<file path="config.mk">
export PLATFORM = sky130hd
export DESIGN_NAME = milestone1_csc_sequencer
export DESIGN_NICKNAME = d
export VERILOG_FILES = /design/src/rtl/milestone1_pkg.sv /design/src/rtl/milestone1_clip8.sv /design/src/rtl/milestone1_csc_sequencer.sv
export SDC_FILE = /design/constraint.sdc
export NUM_CORES = 1
export LEC_CHECK = 0
export ABC_AREA = 0
export BUFFER_PORTS_ARGS = -buffer_cell sky130_fd_sc_hd__buf_4
export CAP_MARGIN = 20
export CORE_MARGIN = 5
export CORE_UTILIZATION = 59
export DETAILED_ROUTE_END_ITERATION = 6
export PLACE_DENSITY = 0.93
export SKIP_LAST_GASP = 1
export SLEW_MARGIN = 10
export SYNTH_ARGS = -nofsm -noshare
export SYNTH_HDL_FRONTEND = slang
export SYNTH_HIERARCHICAL = 1
export SYNTH_SLANG_ARGS = --single-unit
</file>
<file path="constraint.sdc">
create_clock -name Clock -period 5.3 [get_ports Clock]
set_clock_uncertainty 0.05 [all_clocks]
set_input_delay 1.06 -clock Clock [delete_from_list [all_inputs] [get_ports Clock]]
set_output_delay 1.06 -clock Clock [all_outputs]
set_load 0.02 [all_outputs]
</file>
<file path="src/rtl/milestone1_pkg.sv">
// rtl/milestone1_pkg.sv - shared types and constants for the milestone-1 colour-space converter
package milestone1_pkg;

    typedef enum logic [2:0] {
        S_IDLE,
        S_MY,
        S_MRV,
        S_MGU,
        S_MGV,
        S_MBU,
        S_OUT
    } csc_state_t;

    // Q16 coefficients of the BT.601 YUV-to-RGB matrix
    localparam logic [31:0] COEF_Y  = 32'd76284;
    localparam logic [31:0] COEF_RV = 32'd104595;
    localparam logic [31:0] COEF_GU = 32'd25624;
    localparam logic [31:0] COEF_GV = 32'd53281;
    localparam logic [31:0] COEF_BU = 32'd132251;

    localparam logic [7:0] Y_OFFSET = 8'd16;
    localparam logic [7:0] C_OFFSET = 8'd128;

endpackage

</file>
<file path="src/rtl/milestone1_clip8.sv">
// rtl/milestone1_clip8.sv - signed Q16 accumulator to unsigned 8-bit pixel clip
module milestone1_clip8 (
    input  logic [31:0] acc_i,
    output logic [7:0]  pix_o
);

    // Fractional bits only matter for rounding, which this path truncates away
    logic unused_frac;
    assign unused_frac = ^acc_i[15:0];

    always_comb begin
        pix_o = acc_i[23:16];
        if (acc_i[31]) begin
            pix_o = 8'd0;
        end else if (|acc_i[30:24]) begin
            pix_o = 8'hFF;
        end
    end

endmodule

</file>
<file path="src/rtl/milestone1_csc_sequencer.sv">
// rtl/milestone1_csc_sequencer.sv - YUV-to-RGB sequencer driving one shared external multiplier lane
module milestone1_csc_sequencer
    import milestone1_pkg::*;
(
    input  logic        Clock,
    input  logic        Resetn,
    input  logic        in_valid,
    output logic        in_ready,
    input  logic [7:0]  in_y,
    input  logic [7:0]  in_u,
    input  logic [7:0]  in_v,
    output logic        out_valid,
    input  logic        out_ready,
    output logic [7:0]  out_r,
    output logic [7:0]  out_g,
    output logic [7:0]  out_b,
    output logic [31:0] mult_op1,
    output logic [31:0] mult_op2,
    input  logic [31:0] mult_result
);

    csc_state_t  state_q, state_d;
    logic [31:0] ys_q, ys_d;
    logic [31:0] us_q, us_d;
    logic [31:0] vs_q, vs_d;
    logic [31:0] acc_y_q, acc_y_d;
    logic [31:0] acc_r_q, acc_r_d;
    logic [31:0] acc_g_q, acc_g_d;
    logic [31:0] acc_b_q, acc_b_d;
    logic [7:0]  out_r_q, out_r_d;
    logic [7:0]  out_g_q, out_g_d;
    logic [7:0]  out_b_q, out_b_d;
    logic        out_valid_q, out_valid_d;

    logic [31:0] op1, op2;
    logic [31:0] acc_b_sum;
    logic [7:0]  clip_r, clip_g, clip_b;

    // Blue is clipped in the same cycle its product arrives, so it bypasses acc_b_q
    assign acc_b_sum = acc_y_q + mult_result;

    milestone1_clip8 u_clip_r (.acc_i(acc_r_q),   .pix_o(clip_r));
    milestone1_clip8 u_clip_g (.acc_i(acc_g_q),   .pix_o(clip_g));
    milestone1_clip8 u_clip_b (.acc_i(acc_b_sum), .pix_o(clip_b));

    always_comb begin
        state_d     = state_q;
        ys_d        = ys_q;
        us_d        = us_q;
        vs_d        = vs_q;
        acc_y_d     = acc_y_q;
        acc_r_d     = acc_r_q;
        acc_g_d     = acc_g_q;
        acc_b_d     = acc_b_q;
        out_r_d     = out_r_q;
        out_g_d     = out_g_q;
        out_b_d     = out_b_q;
        out_valid_d = out_valid_q;
        op1         = 32'd0;
        op2         = 32'd0;
        in_ready    = 1'b0;

        case (state_q)
            S_IDLE: begin
                in_ready = 1'b1;
                if (in_valid) begin
                    ys_d    = {24'd0, in_y} - {24'd0, Y_OFFSET};
                    us_d    = {24'd0, in_u} - {24'd0, C_OFFSET};
                    vs_d    = {24'd0, in_v} - {24'd0, C_OFFSET};
                    state_d = S_MY;
                end
            end
            S_MY: begin
                op1     = ys_q;
                op2     = COEF_Y;
                acc_y_d = mult_result;
                state_d = S_MRV;
            end
            S_MRV: begin
                op1     = vs_q;
                op2     = COEF_RV;
                acc_r_d = acc_y_q + mult_result;
                state_d = S_MGU;
            end
            S_MGU: begin
                op1     = us_q;
                op2     = COEF_GU;
                acc_g_d = acc_y_q - mult_result;
                state_d = S_MGV;
            end
            S_MGV: begin
                op1     = vs_q;
                op2     = COEF_GV;
                acc_g_d = acc_g_q - mult_result;
                state_d = S_MBU;
            end
            S_MBU: begin
                op1         = us_q;
                op2         = COEF_BU;
                acc_b_d     = acc_b_sum;
                out_r_d     = clip_r;
                out_g_d     = clip_g;
                out_b_d     = clip_b;
                out_valid_d = 1'b1;
                state_d     = S_OUT;
            end
            S_OUT: begin
                if (out_ready) begin
                    out_valid_d = 1'b0;
                    state_d     = S_IDLE;
                end
            end
            default: begin
                state_d = S_IDLE;
            end
        endcase
    end

    // The multiplier is shared, so it sees zero operands whenever reset is asserted
    assign mult_op1 = Resetn ? op1 : 32'd0;
    assign mult_op2 = Resetn ? op2 : 32'd0;

    assign out_valid = out_valid_q;
    assign out_r     = out_r_q;
    assign out_g     = out_g_q;
    assign out_b     = out_b_q;

    always_ff @(posedge Clock) begin
        if (!Resetn) begin
            state_q     <= S_IDLE;
            ys_q        <= 32'd0;
            us_q        <= 32'd0;
            vs_q        <= 32'd0;
            acc_y_q     <= 32'd0;
            acc_r_q     <= 32'd0;
            acc_g_q     <= 32'd0;
            acc_b_q     <= 32'd0;
            out_r_q     <= 8'd0;
            out_g_q     <= 8'd0;
            out_b_q     <= 8'd0;
            out_valid_q <= 1'b0;
        end else begin
            state_q     <= state_d;
            ys_q        <= ys_d;
            us_q        <= us_d;
            vs_q        <= vs_d;
            acc_y_q     <= acc_y_d;
            acc_r_q     <= acc_r_d;
            acc_g_q     <= acc_g_d;
            acc_b_q     <= acc_b_d;
            out_r_q     <= out_r_d;
            out_g_q     <= out_g_d;
            out_b_q     <= out_b_d;
            out_valid_q <= out_valid_d;
        end
    end

endmodule

</file>
* Word-level counts from Yosys, hierarchy flattened *
Index checks and enable logic that the tools add are counted.

word-level totals
  bits in registers = 220
  bits in latches = 0
  bits in writable memories = 0
  memory bits (read-only) = 0
  bits of input ports = 60
  word-level logic and storage cells = 53
  memories = 0

operators by class
  add/subtract/negate cells = 6
  multipliers = 0
  divide/modulo/power cells = 0
  magnitude comparators = 0
  equal/unequal tests = 8
  shift operators = 0
  mux-type cells = 17
  bitwise operators = 0
  reduce and logical (&&, ||, !) cells = 11

operators with widths
  kind                                                  number
  one-hot mux 32 bit (3 select lines)                   1
  one-hot mux 18 bit (5 select lines)                   1
  two-way mux 32 bit                                    2
  one-hot mux 32 bit (2 select lines)                   1
  subtractor 32 bit                                     2
  two-way mux 8 bit                                     6
  adder 32 bit                                          1
  one-hot mux 3 bit (7 select lines)                    1
  OR reduction 7 bit                                    3
  subtractor 8 x 8 -> 9 bit (second input constant)     2
  equality test 3 bit (second input constant)           3
  subtractor 8 x 5 -> 9 bit (second input constant)     1
  equality test 3 x 2 -> 1 bit (second input constant)  2
  two-way mux 3 bit                                     2
  AND reduction 2 bit                                   3
  != test 2 bit (second input constant)                 2
  nonzero test 2 bit                                    2
  OR reduction 2 bit                                    2
  equality test 3 x 1 -> 1 bit (second input constant)  1
  zero test 3 bit                                       1
  two-way mux 1 bit                                     2
  one-hot mux 1 bit (2 select lines)                    1

* Logic depth before layout (Yosys ltp) *
Gate-level depths: netlist of the first run.

  depth in word-level cells = 4
  mapped depth = 16
  gate-level depth less buffers = 14

* Cells and area by module *
The synthesis of the first run kept the hierarchy.

by module, submodules not included
  module                    times used  cells an instance  area each (um^2)
  milestone1_csc_sequencer  1           1317               9970.8
  milestone1_clip8          3           20                 113.9

* Worst setup path before layout of the first run *
No wires, ideal clock.

  kind = input-to-output
  from = input Resetn
  to = output mult_op1[10]
  arrival time = 3.459 ns
  setup slack = 0.731 ns
  stages on the path = 6
  path buffers = 2
  path through = clkbuf_1 > inv_2 > nor2_1 > nor2_1 > a21oi_1 > buf_4

between the ends
  longest elaborated chain between the ends = 1

ends and longest elaborated chain
  what                RTL line                         RTL
  start: declaration  milestone1_csc_sequencer.sv:6    input logic Resetn,
  two-way mux 32 bit  milestone1_csc_sequencer.sv:120  assign mult_op1 = Resetn ? op1 : 32'd0;
  end: declaration    milestone1_csc_sequencer.sv:17   output logic [31:0] mult_op1,

No other way between the ends.

* Final worst setup path of the first run *
  from = register state_q[2]
  to = register acc_g_q[16]

between the ends
  longest elaborated chain between the ends = 2
  elaborated cells between the ends (all ways) = 4
  those cells by class = eq/ne (2); mux (1); reduce/logical (1)

ends and longest elaborated chain
  what                                                                              RTL line                         RTL
  start: declaration                                                                milestone1_csc_sequencer.sv:22   csc_state_t state_q, state_d;
  start signal: assignment                                                          milestone1_csc_sequencer.sv:143  state_q <= state_d;
  equality test 3 bit / equality test 3 x 2 -> 1 bit (equally long branches)        milestone1_csc_sequencer.sv:63   case (state_q)
  one-hot mux 32 bit (2 select lines) / nonzero test 2 bit (equally long branches)  --
  end signal: assignment                                                            milestone1_csc_sequencer.sv:149  acc_g_q <= acc_g_d;
  end: declaration                                                                  milestone1_csc_sequencer.sv:28   logic [31:0] acc_g_q, acc_g_d;

Several ways; a longest one is shown, not always the timed one.
A chain may end at the register's enable or synchronous reset.

==> results.sh, run 1 <==
export IMPL_status="complete, no violations"
export IMPL_first_pass_iters=6
export IMPL_syn_instance_count=1283
export IMPL_cts_sinks=133
export IMPL_cts_tree="yes"
export IMPL_grt_max_degree=59
export IMPL_start_kind="register"
export IMPL_antenna_left=0
export IMPL_antenna_cells=0
export IMPL_drive_gt1_share_pct=17.99
export IMPL_cts_hold_buffers=0
export IMPL_worstSetupPathType="register to register"
export IMPL_r2r_start="state_q[2]$_SDFFE_PN0P_"
export IMPL_wl_met2_mm=13.14
export IMPL_hp_class="register to register"
export IMPL_synth_area_sq_um=9544
export IMPL_routed_top_layer="met4"
export IMPL_avgViaCountPerCell=6.131
export IMPL_io_pins=150
export IMPL_ctsHtreeMaxLevel=4
export IMPL_vias=9608
export IMPL_drc_errors=0
export IMPL_final_hold_viol_count=0
export IMPL_pre_cts_ws_ns=0.7673
export IMPL_postLayoutCoreUtil_pct=68.79
export IMPL_setup_slack_ns=0.4525
export IMPL_path_clk_slew_ns=0.07
export IMPL_cts_root_buf="clkbuf_16"
export IMPL_r2r_end="acc_g_q[16]$_SDFFE_PN0N_"
export IMPL_cp_max_fo=25
export IMPL_tightest_slew_ns=1.033
export IMPL_nets=1463
export IMPL_setup_viol=0
export IMPL_wirelength_mm=27.81
export IMPL_clockBufferDepth=2
export IMPL_die_width_um=137.2
export IMPL_grt_total_usage_pct=28.70
export IMPL_clock_fmax_ghz=0.2063
export IMPL_crit_required_ns=5.57
export IMPL_finalMaxSlewViolations=0
export IMPL_r2r_setup_slack_ns=0.45
export IMPL_p_per_area_nw_per_um2=287.8
export IMPL_grt_antenna_before_repair=0
export IMPL_cp_arrival_ns=5.11
export IMPL_grt_pass1_wl_mm=43.47
export IMPL_power_leakage_nw=4.724
export IMPL_slew_headroom_pct=31.15
export IMPL_cts_buffers_inserted=17
export IMPL_rsz0062_at_grt="no"
export IMPL_route_detailed_wl_per_inst_um=17.75
export IMPL_numPortBuffers=134
export IMPL_start_util_pct=60.08
export IMPL_holdCritStartpoint="acc_g_q[11]$_SDFFE_PN0N_"
export IMPL_rows=46
export IMPL_area_delta_synth_final_pct=14.50
export IMPL_die_area_sq_um=18820
export IMPL_nFillCells=1242
export IMPL_ctsResizeCount=0
export IMPL_tns_ns=0
export IMPL_grt_overflow=0
export IMPL_hold_end="acc_g_q[11]$_SDFFE_PN0N_"
export IMPL_ir_worst_vdd_uv=243.5
export IMPL_drt_iter0_drc=909
export IMPL_clkLatencyLatePin_ns=0.44
export IMPL_ys_warn_count=6
export IMPL_min_period_ns=4.847
export IMPL_place_congestion=0.9492
export IMPL_min_path_cells=2
export IMPL_final_common_cell="nand2_1"
export IMPL_endpoint_kind="register"
export IMPL_r2r_cells=15
export IMPL_hpwl_mm=20.16
export IMPL_met3_length_mm=2.608
export IMPL_period_share_pct=91.46
export IMPL_avgSynthCellArea_sq_um=7.439
export IMPL_wl_met1_mm=11.37
export IMPL_first_global_vias=8836
export IMPL_cap_violations=0
export IMPL_final_cell_mix="237 x nand2_1, 152 x a21oi_1, 144 x buf_4"
export IMPL_core_sq_um=15890
export IMPL_die_h_um=137.2
export IMPL_cts_setup_buffers=0
[area by class of cell]
cell class | instances | area [sq um] | area share [%]
inverter | 57 | 214.0 | 1.958
timing repair buffer | 145 | 1101 | 10.08
sequential | 133 | 2663 | 24.36
clock inverter | 15 | 185.2 | 1.695
tap | 216 | 270.3 | 2.473
multi-input combinational | 984 | 6070 | 55.54
clock buffer | 17 | 425.4 | 3.893
[worst max-delay path, stage by stage (launching register included)]
cell and delay [ns]:
dfxtp_1 0.66, nor2b_1 0.38, nor2b_4 0.50, buf_12 0.26, mux2i_1 0.21, ha_1 0.17
inv_1 0.05, fa_1 0.40, a21o_1 0.24, a221oi_1 0.52, o211ai_1 0.23, a31oi_1 0.28
o211ai_1 0.19, o31ai_1 0.28, xor2_1 0.21, a21oi_1 0.10
[how the worst max path moves through the flow]
stage	depth (start not counted)	endpoint	slack, ns	from
3_5_place_dp	15	acc_g_q[16]$_SDFFE_PN0N_	0.77	state_q[2]$_SDFFE_PN0P_
2_1_floorplan	6	mult_op1[10]	0.76	Resetn
4_1_cts	15	acc_g_q[16]$_SDFFE_PN0N_	0.65	state_q[2]$_SDFFE_PN0P_
6_report	15	acc_g_q[16]$_SDFFE_PN0N_	0.45	state_q[2]$_SDFFE_PN0P_
5_1_grt	15	acc_g_q[16]$_SDFFE_PN0N_	0.29	state_q[2]$_SDFFE_PN0P_
3_3_place_gp	15	acc_g_q[16]$_SDFFE_PN0N_	0.87	state_q[2]$_SDFFE_PN0P_
[metal layers]
layer	vias to the layer above	GRT usage, %
met3	71	5.223
met1	4478	36.69
li1	4539	-
met2	520	48.86
met5	-	0
met4	0	9.590
[power by group]
part | internal, W | leakage (nW) | switching, W
combinational | 0.000302 | 3.34 | 0.000490
clock | 0.000718 | 0.304 | 0.000531
sequential | 0.00105 | 1.08 | 0.0000503
total | 0.00207 | 4.72 | 0.00107
[registers in the layout, indices dropped and copies added (netlist names)]
| signal | flops |
|---|---|
| acc_g_q | 32 |
| acc_r_q | 16 |
| acc_y_q | 32 |
| out_b | 8 |
| out_g | 8 |
| out_r | 8 |
| out_valid | 1 |
| state_q | 3 |
| us_q | 8 |
| vs_q | 8 |
| ys_q | 9 |
[through the flow]
| step | total power (W) | hold slack (ns) | instances | cell area, sq um |
|---|---|---|---|---|
| finish | 0.003146 | 0.4028 | 1567 | 10930 |
| global route | 0.003269 | 0.4173 | 1567 | 10930 |
| CTS | 0.003123 | 0.4019 | 1566 | 10920 |
| detailed placement | 0.001887 | 0.3936 | 1534 | 10310 |
| global placement | 0.001869 | 0.3859 | 1534 | 10310 |
| floorplan | 0.001691 | 0.3696 | 1297 | 9597 |
Note: power is estimated with default switching activity, not from simulation.
==> run 2, diff against run 1 <==
--- a/config.mk
+++ b/config.mk
@@ -9,9 +9,9 @@
 export BUFFER_PORTS_ARGS = -buffer_cell sky130_fd_sc_hd__buf_4
 export CAP_MARGIN = 20
 export CORE_MARGIN = 5
-export CORE_UTILIZATION = 59
+export CORE_UTILIZATION = 53
 export DETAILED_ROUTE_END_ITERATION = 6
-export PLACE_DENSITY = 0.93
+export PLACE_DENSITY = 0.89
 export SKIP_LAST_GASP = 1
 export SLEW_MARGIN = 10
 export SYNTH_ARGS = -nofsm -noshare
==> constraint.sdc (replaced) <==
create_clock -name Clock -period 4.36 [get_ports Clock]
set_clock_uncertainty 0.05 [all_clocks]
set_input_delay 0.872 -clock Clock [delete_from_list [all_inputs] [get_ports Clock]]
set_output_delay 0.872 -clock Clock [all_outputs]
set_load 0.02 [all_outputs]
==> results.sh, run 2 (synthesis results as in run 1) <==
export IMPL_clockBufferDepth=2
export IMPL_start_kind="register"
export IMPL_drt_iter0_drc=972
export IMPL_seq_power_share_pct=35.6
export IMPL_cp_arrival_ns=4.27
export IMPL_clkLatencyLatePin_ns=0.43
export IMPL_slew_headroom_pct=30.46
export IMPL_finalMaxSlewViolations=0
export IMPL_final_hold_viol_count=0
export IMPL_clock_fmax_ghz=0.2488
export IMPL_core_sq_um=17840
export IMPL_p_int_w=0.002543
export IMPL_pwr_share_comb_pct=25.6
export IMPL_pwr_share_clk_pct=38.9
export IMPL_rsz0062_at_grt="no"
export IMPL_setup_viol=0
export IMPL_seq_area_sq_um=2663
export IMPL_r2r_end="acc_g_q[16]$_SDFFE_PN0N_"
export IMPL_ctsResizeCount=0
export IMPL_endpoint_kind="register"
export IMPL_place_congestion=0.9661
export IMPL_final_cells=1584
export IMPL_path_clk_slew_ns=0.06
export IMPL_nFillCells=1528
export IMPL_tns_ns=0
export IMPL_final_common_cell="nand2_1"
export IMPL_die_area_sq_um=20790
export IMPL_ctsHtreeMaxLevel=4
export IMPL_first_pass_iters=6
export IMPL_drive_gt1_share_pct=18.15
export IMPL_cts_root_buf="clkbuf_16"
export IMPL_antenna_left=0
export IMPL_vias=9552
export IMPL_whs_ns=0.3995
export IMPL_min_period_ns=4.020
export IMPL_cts_hold_buffers=0
export IMPL_hpwl_mm=20.18
export IMPL_route_detailed_wl_per_inst_um=17.58
export IMPL_cp_endpoint="acc_g_q[16]$_SDFFE_PN0N_"
export IMPL_numPortBuffers=134
export IMPL_die_h_um=144.2
export IMPL_drc_errors=0
export IMPL_antenna_cells=0
export IMPL_ir_worst_vdd_uv=285.7
export IMPL_grt_max_degree=99
export IMPL_start_util_pct=53.50
export IMPL_cp_startpoint="state_q[2]$_SDFFE_PN0P_"
export IMPL_io_pins=150
export IMPL_wirelength_mm=27.84
export IMPL_grt_pass1_wl_mm=43.43
export IMPL_nets=1467
export IMPL_top_regs="acc_g_q: 32 flops, acc_y_q: 32 flops, acc_r_q: 16 flops"
export IMPL_tightest_slew_ns=1.043
export IMPL_sw_frac_of_total_pct=32.33
export IMPL_r2r_cells=15
export IMPL_r2r_start="state_q[2]$_SDFFE_PN0P_"
export IMPL_cts_setup_buffers=0
export IMPL_cap_violations=0
export IMPL_p_sw_w=0.001215
export IMPL_cp_max_fo=35
export IMPL_avgViaCountPerCell=6.030
export IMPL_final_cell_mix="237 x nand2_1, 152 x a21oi_1, 147 x buf_4"
export IMPL_status="complete, no violations"
export IMPL_multiInputGateArea_sq_um=6070
export IMPL_cts_tree="yes"
export IMPL_period_share_pct=92.19
export IMPL_p_per_area_nw_per_um2=342.5
export IMPL_area_delta_synth_final_pct=14.96
export IMPL_rows=49
export IMPL_grt_antenna_before_repair=0
export IMPL_dp_cells=1552
export IMPL_grt_total_usage_pct=25.72
export IMPL_first_global_vias=8498
export IMPL_die_width_um=144.2
export IMPL_r2r_setup_slack_ns=0.34
export IMPL_worstSetupPathType="register to register"
export IMPL_grt_overflow=0
export IMPL_power_leakage_nw=4.735
export IMPL_cts_buffers_inserted=17
export IMPL_crit_required_ns=4.61
export IMPL_hp_class="register to register"
export IMPL_cts_sinks=133
[run 2: worst min-delay path by stage]
stage / startpoint / end / slack [ns] / cells past startpoint
finish: acc_g_q[9]$_SDFFE_PN0N_ / acc_g_q[9]$_SDFFE_PN0N_ / 0.40 / 2
global route: acc_g_q[9]$_SDFFE_PN0N_ / acc_g_q[9]$_SDFFE_PN0N_ / 0.41 / 2
CTS: acc_g_q[9]$_SDFFE_PN0N_ / acc_g_q[9]$_SDFFE_PN0N_ / 0.40 / 2
floorplan: acc_g_q[13]$_SDFFE_PN0N_ / acc_g_q[13]$_SDFFE_PN0N_ / 0.37 / 2
detailed placement: acc_g_q[9]$_SDFFE_PN0N_ / acc_g_q[9]$_SDFFE_PN0N_ / 0.39 / 2
global placement: acc_g_q[4]$_SDFFE_PN0N_ / acc_g_q[4]$_SDFFE_PN0N_ / 0.39 / 2
[run 2: cell type report]
type	count	share of cell area, %
multi-input combinational	984	55.32
clock buffer	21	4.288
sequential	133	24.27
inverter	57	1.950
tap	229	2.611
timing repair buffer	149	10.42
clock inverter	11	1.140
[run 2: routing by layer]
metal	share of wire (%)	GRT usage [%]
met5	0	0
met4	3.4	9.278
met3	8.9	5.126
met2	46	41.45
met1	42	34.34
[run 2: critical path, cell delays in order (launching register included)]
cell and delay (ns):
dfxtp_1 0.32, nor2b_1 0.17, nor2b_4 0.18, buf_12 0.23
mux2i_1 0.23, ha_1 0.19, inv_1 0.06, fa_1 0.39
a21o_1 0.23, a221oi_1 0.56, o211ai_1 0.23, a31oi_1 0.28
o211ai_1 0.21, o31ai_1 0.28, xor2_1 0.17, a21oi_1 0.08
[run 2: power by group through the flow]
| stage | sequential, W | combinational [W] | clock [W] |
|---|---|---|---|
| 2_1_floorplan | 0.00134 | 0.000713 | 0 |
| 3_3_place_gp | 0.00136 | 0.000912 | 0 |
| 3_5_place_dp | 0.00136 | 0.000930 | 0 |
| 4_1_cts | 0.00133 | 0.000941 | 0.00146 |
| 5_1_grt | 0.00134 | 0.00105 | 0.00151 |
| 6_report | 0.00134 | 0.000961 | 0.00146 |
[run 2: metrics by stage]
step / total power [W] / setup slack [ns] / util (%) / area (sq um)
global placement: 0.002269 / 0.4341 / 58.16 / 10380
floorplan: 0.002055 / 0.1912 / - / 9597
CTS: 0.003738 / 0.3971 / 61.50 / 10970
detailed placement: 0.002290 / 0.2996 / 58.16 / 10380
finish: 0.003758 / 0.3404 / 61.50 / 10970
global route: 0.003908 / 0.1280 / 61.50 / 10970
==> run 3, diff against run 2 <==
--- a/config.mk
+++ b/config.mk
@@ -9,9 +9,10 @@
 export BUFFER_PORTS_ARGS = -buffer_cell sky130_fd_sc_hd__buf_4
 export CAP_MARGIN = 20
 export CORE_MARGIN = 5
-export CORE_UTILIZATION = 53
+export CORE_UTILIZATION = 50
 export DETAILED_ROUTE_END_ITERATION = 6
-export PLACE_DENSITY = 0.89
+export GPL_TIMING_DRIVEN = 0
+export PLACE_DENSITY = 0.85
 export SKIP_LAST_GASP = 1
 export SLEW_MARGIN = 10
 export SYNTH_ARGS = -nofsm -noshare
==> results.sh, run 3 (synthesis results as in run 1) <==
export IMPL_cp_max_fo=10
export IMPL_crit_required_ns=4.65
export IMPL_grt_pass1_wl_mm=46.99
export IMPL_drc_errors=0
export IMPL_wirelength_mm=29.63
export IMPL_path_clk_slew_ns=0.06
export IMPL_clkLatencyLatePin_ns=0.42
export IMPL_grt_max_degree=17
export IMPL_avgViaCountPerCell=5.890
export IMPL_first_pass_iters=7
export IMPL_cts_buffers_inserted=17
export IMPL_worstSetupPathType="register to register"
export IMPL_tns_ns=0
export IMPL_slew_headroom_pct=53.09
export IMPL_cts_setup_buffers=0
export IMPL_p_per_area_nw_per_um2=334.2
export IMPL_die_h_um=148.2
export IMPL_antenna_left=0
export IMPL_tightest_slew_ns=0.7037
export IMPL_cts_sinks=133
export IMPL_drt_iter0_drc=976
export IMPL_clock_fmax_ghz=0.2411
export IMPL_final_common_cell="nand2_1"
export IMPL_setup_slack_ns=0.2132
export IMPL_total_power_w=0.003868
export IMPL_place_congestion=1.005
export IMPL_start_kind="register"
export IMPL_die_width_um=148.2
export IMPL_grt_total_usage_pct=26.14
export IMPL_setup_viol=0
export IMPL_min_period_ns=4.147
export IMPL_core_sq_um=18770
export IMPL_vias=9984
export IMPL_die_area_sq_um=21950
export IMPL_numPortBuffers=133
export IMPL_rows=50
export IMPL_hpwl_mm=22.88
export IMPL_cts_tree="yes"
export IMPL_first_global_vias=9353
export IMPL_drive_gt1_share_pct=20.47
export IMPL_cp_arrival_ns=4.44
export IMPL_grt_overflow=0
export IMPL_pre_cts_ws_ns=-0.4004
export IMPL_cap_violations=0
export IMPL_start_util_pct=50.85
export IMPL_cts_root_buf="clkbuf_16"
export IMPL_final_hold_viol_count=0
export IMPL_ctsHtreeMaxLevel=4
export IMPL_status="complete, no violations"
export IMPL_hp_class="register to register"
export IMPL_final_cell_mix="237 x nand2_1, 177 x buf_4, 150 x a21oi_1"
export IMPL_endpoint_kind="register"
export IMPL_ir_worst_vdd_uv=272.9
export IMPL_top_regs="acc_g_q: 32 flops, acc_y_q: 32 flops, acc_r_q: 16 flops"
export IMPL_finalMaxSlewViolations=0
export IMPL_rsz0062_at_grt="no"
export IMPL_area_delta_synth_final_pct=21.26
export IMPL_cp_startpoint="state_q[1]$_SDFFE_PN0P_"
export IMPL_r2r_start="state_q[1]$_SDFFE_PN0P_"
export IMPL_cts_hold_buffers=0
export IMPL_io_pins=150
export IMPL_holdCritStartpoint="acc_g_q[1]$_SDFFE_PN0N_"
export IMPL_grt_antenna_before_repair=0
export IMPL_power_leakage_nw=5.058
export IMPL_route_detailed_wl_per_inst_um=17.48
export IMPL_nets=1574
export IMPL_clockBufferDepth=2
export IMPL_period_share_pct=95.11
export IMPL_antenna_cells=0
[run 3: cell count changes in the layout (fill, tap and decap cells not counted), sizes merged]
cell	delta
bufinv	+2
buf	+46
clkinv	-2
clkbuf	+58
clkinvlp	+2
[run 3: metal layers]
metal  global-route usage (%)  wire length [um]
met1                    34.03             12280
met2                    42.02             13680
met3                    6.520              2594
met4                    9.792              1077
met5                        0                 0
[run 3: worst max-delay path, cell delays in order, from the launching register on]
cell and delay [ns]:
dfxtp_1 0.40, nor2b_4 0.20, nor2b_1 0.15, clkbuf_4 0.24, buf_6 0.19, mux2_2 0.36
ha_1 0.27, buf_2 0.16, nor2_1 0.05, or3_1 0.39, a311o_1 0.38, a211oi_2 0.40
a221oi_1 0.18, o311ai_2 0.19, mux2i_1 0.27, nor4bb_4 0.20
[run 3: timing repair]
| action | 4_1_cts | 5_1_grt |
|---|---|---|
| gates cloned | 0 | 0 |
| setup endpoints to repair | 27 | 36 |
| gates resized for setup | 7 | 17 |
| pin swaps | 0 | 1 |
[run 3: metrics by stage]
| step | hold WS, ns | std cells | util, % | cell area (sq um) |
|---|---|---|---|---|
| global route | 0.4175 | 1695 | 61.67 | 11570 |
| CTS | 0.3988 | 1696 | 61.43 | 11530 |
| global placement | 0.3856 | 1664 | 58.01 | 10890 |
| floorplan | 0.3696 | 1297 | - | 9597 |
| finish | 0.3988 | 1695 | 61.67 | 11570 |
| detailed placement | 0.3936 | 1665 | 58.09 | 10900 |
[run 3: path summary, 6_finish.rpt]
path / endpoint / slack [ns] / cells after the start
worst max-delay path: acc_g_q[31]$_SDFFE_PN0N_ / 0.21 / 15
worst min-delay path: acc_g_q[1]$_SDFFE_PN0N_ / 0.40 / 2
worst max register to register: acc_g_q[31]$_SDFFE_PN0N_ / 0.21 / 15
worst min register to register: acc_g_q[1]$_SDFFE_PN0N_ / 0.40 / 2
[run 3: cell type report]
cell class | count | area, sq um
Clock buffer | 18 | 429.2
Sequential cell | 133 | 2664
Clock inverter | 13 | 182.7
Tap cell | 234 | 292.8
Fill cell | 1639 | 7194
Inverter | 57 | 214.0
Multi-Input combinational cell | 984 | 6101
Timing Repair Buffer | 134 | 1010
Buffer | 122 | 680.7
[run 3: power breakdown]
| group | switching [W] | leakage, nW | internal [W] |
|---|---|---|---|
| clock network | 0.000565 | 0.288 | 0.000952 |
| registers | 0.0000507 | 1.08 | 0.00128 |
| logic | 0.000619 | 3.69 | 0.000398 |
| total | 0.00123 | 5.06 | 0.00263 |
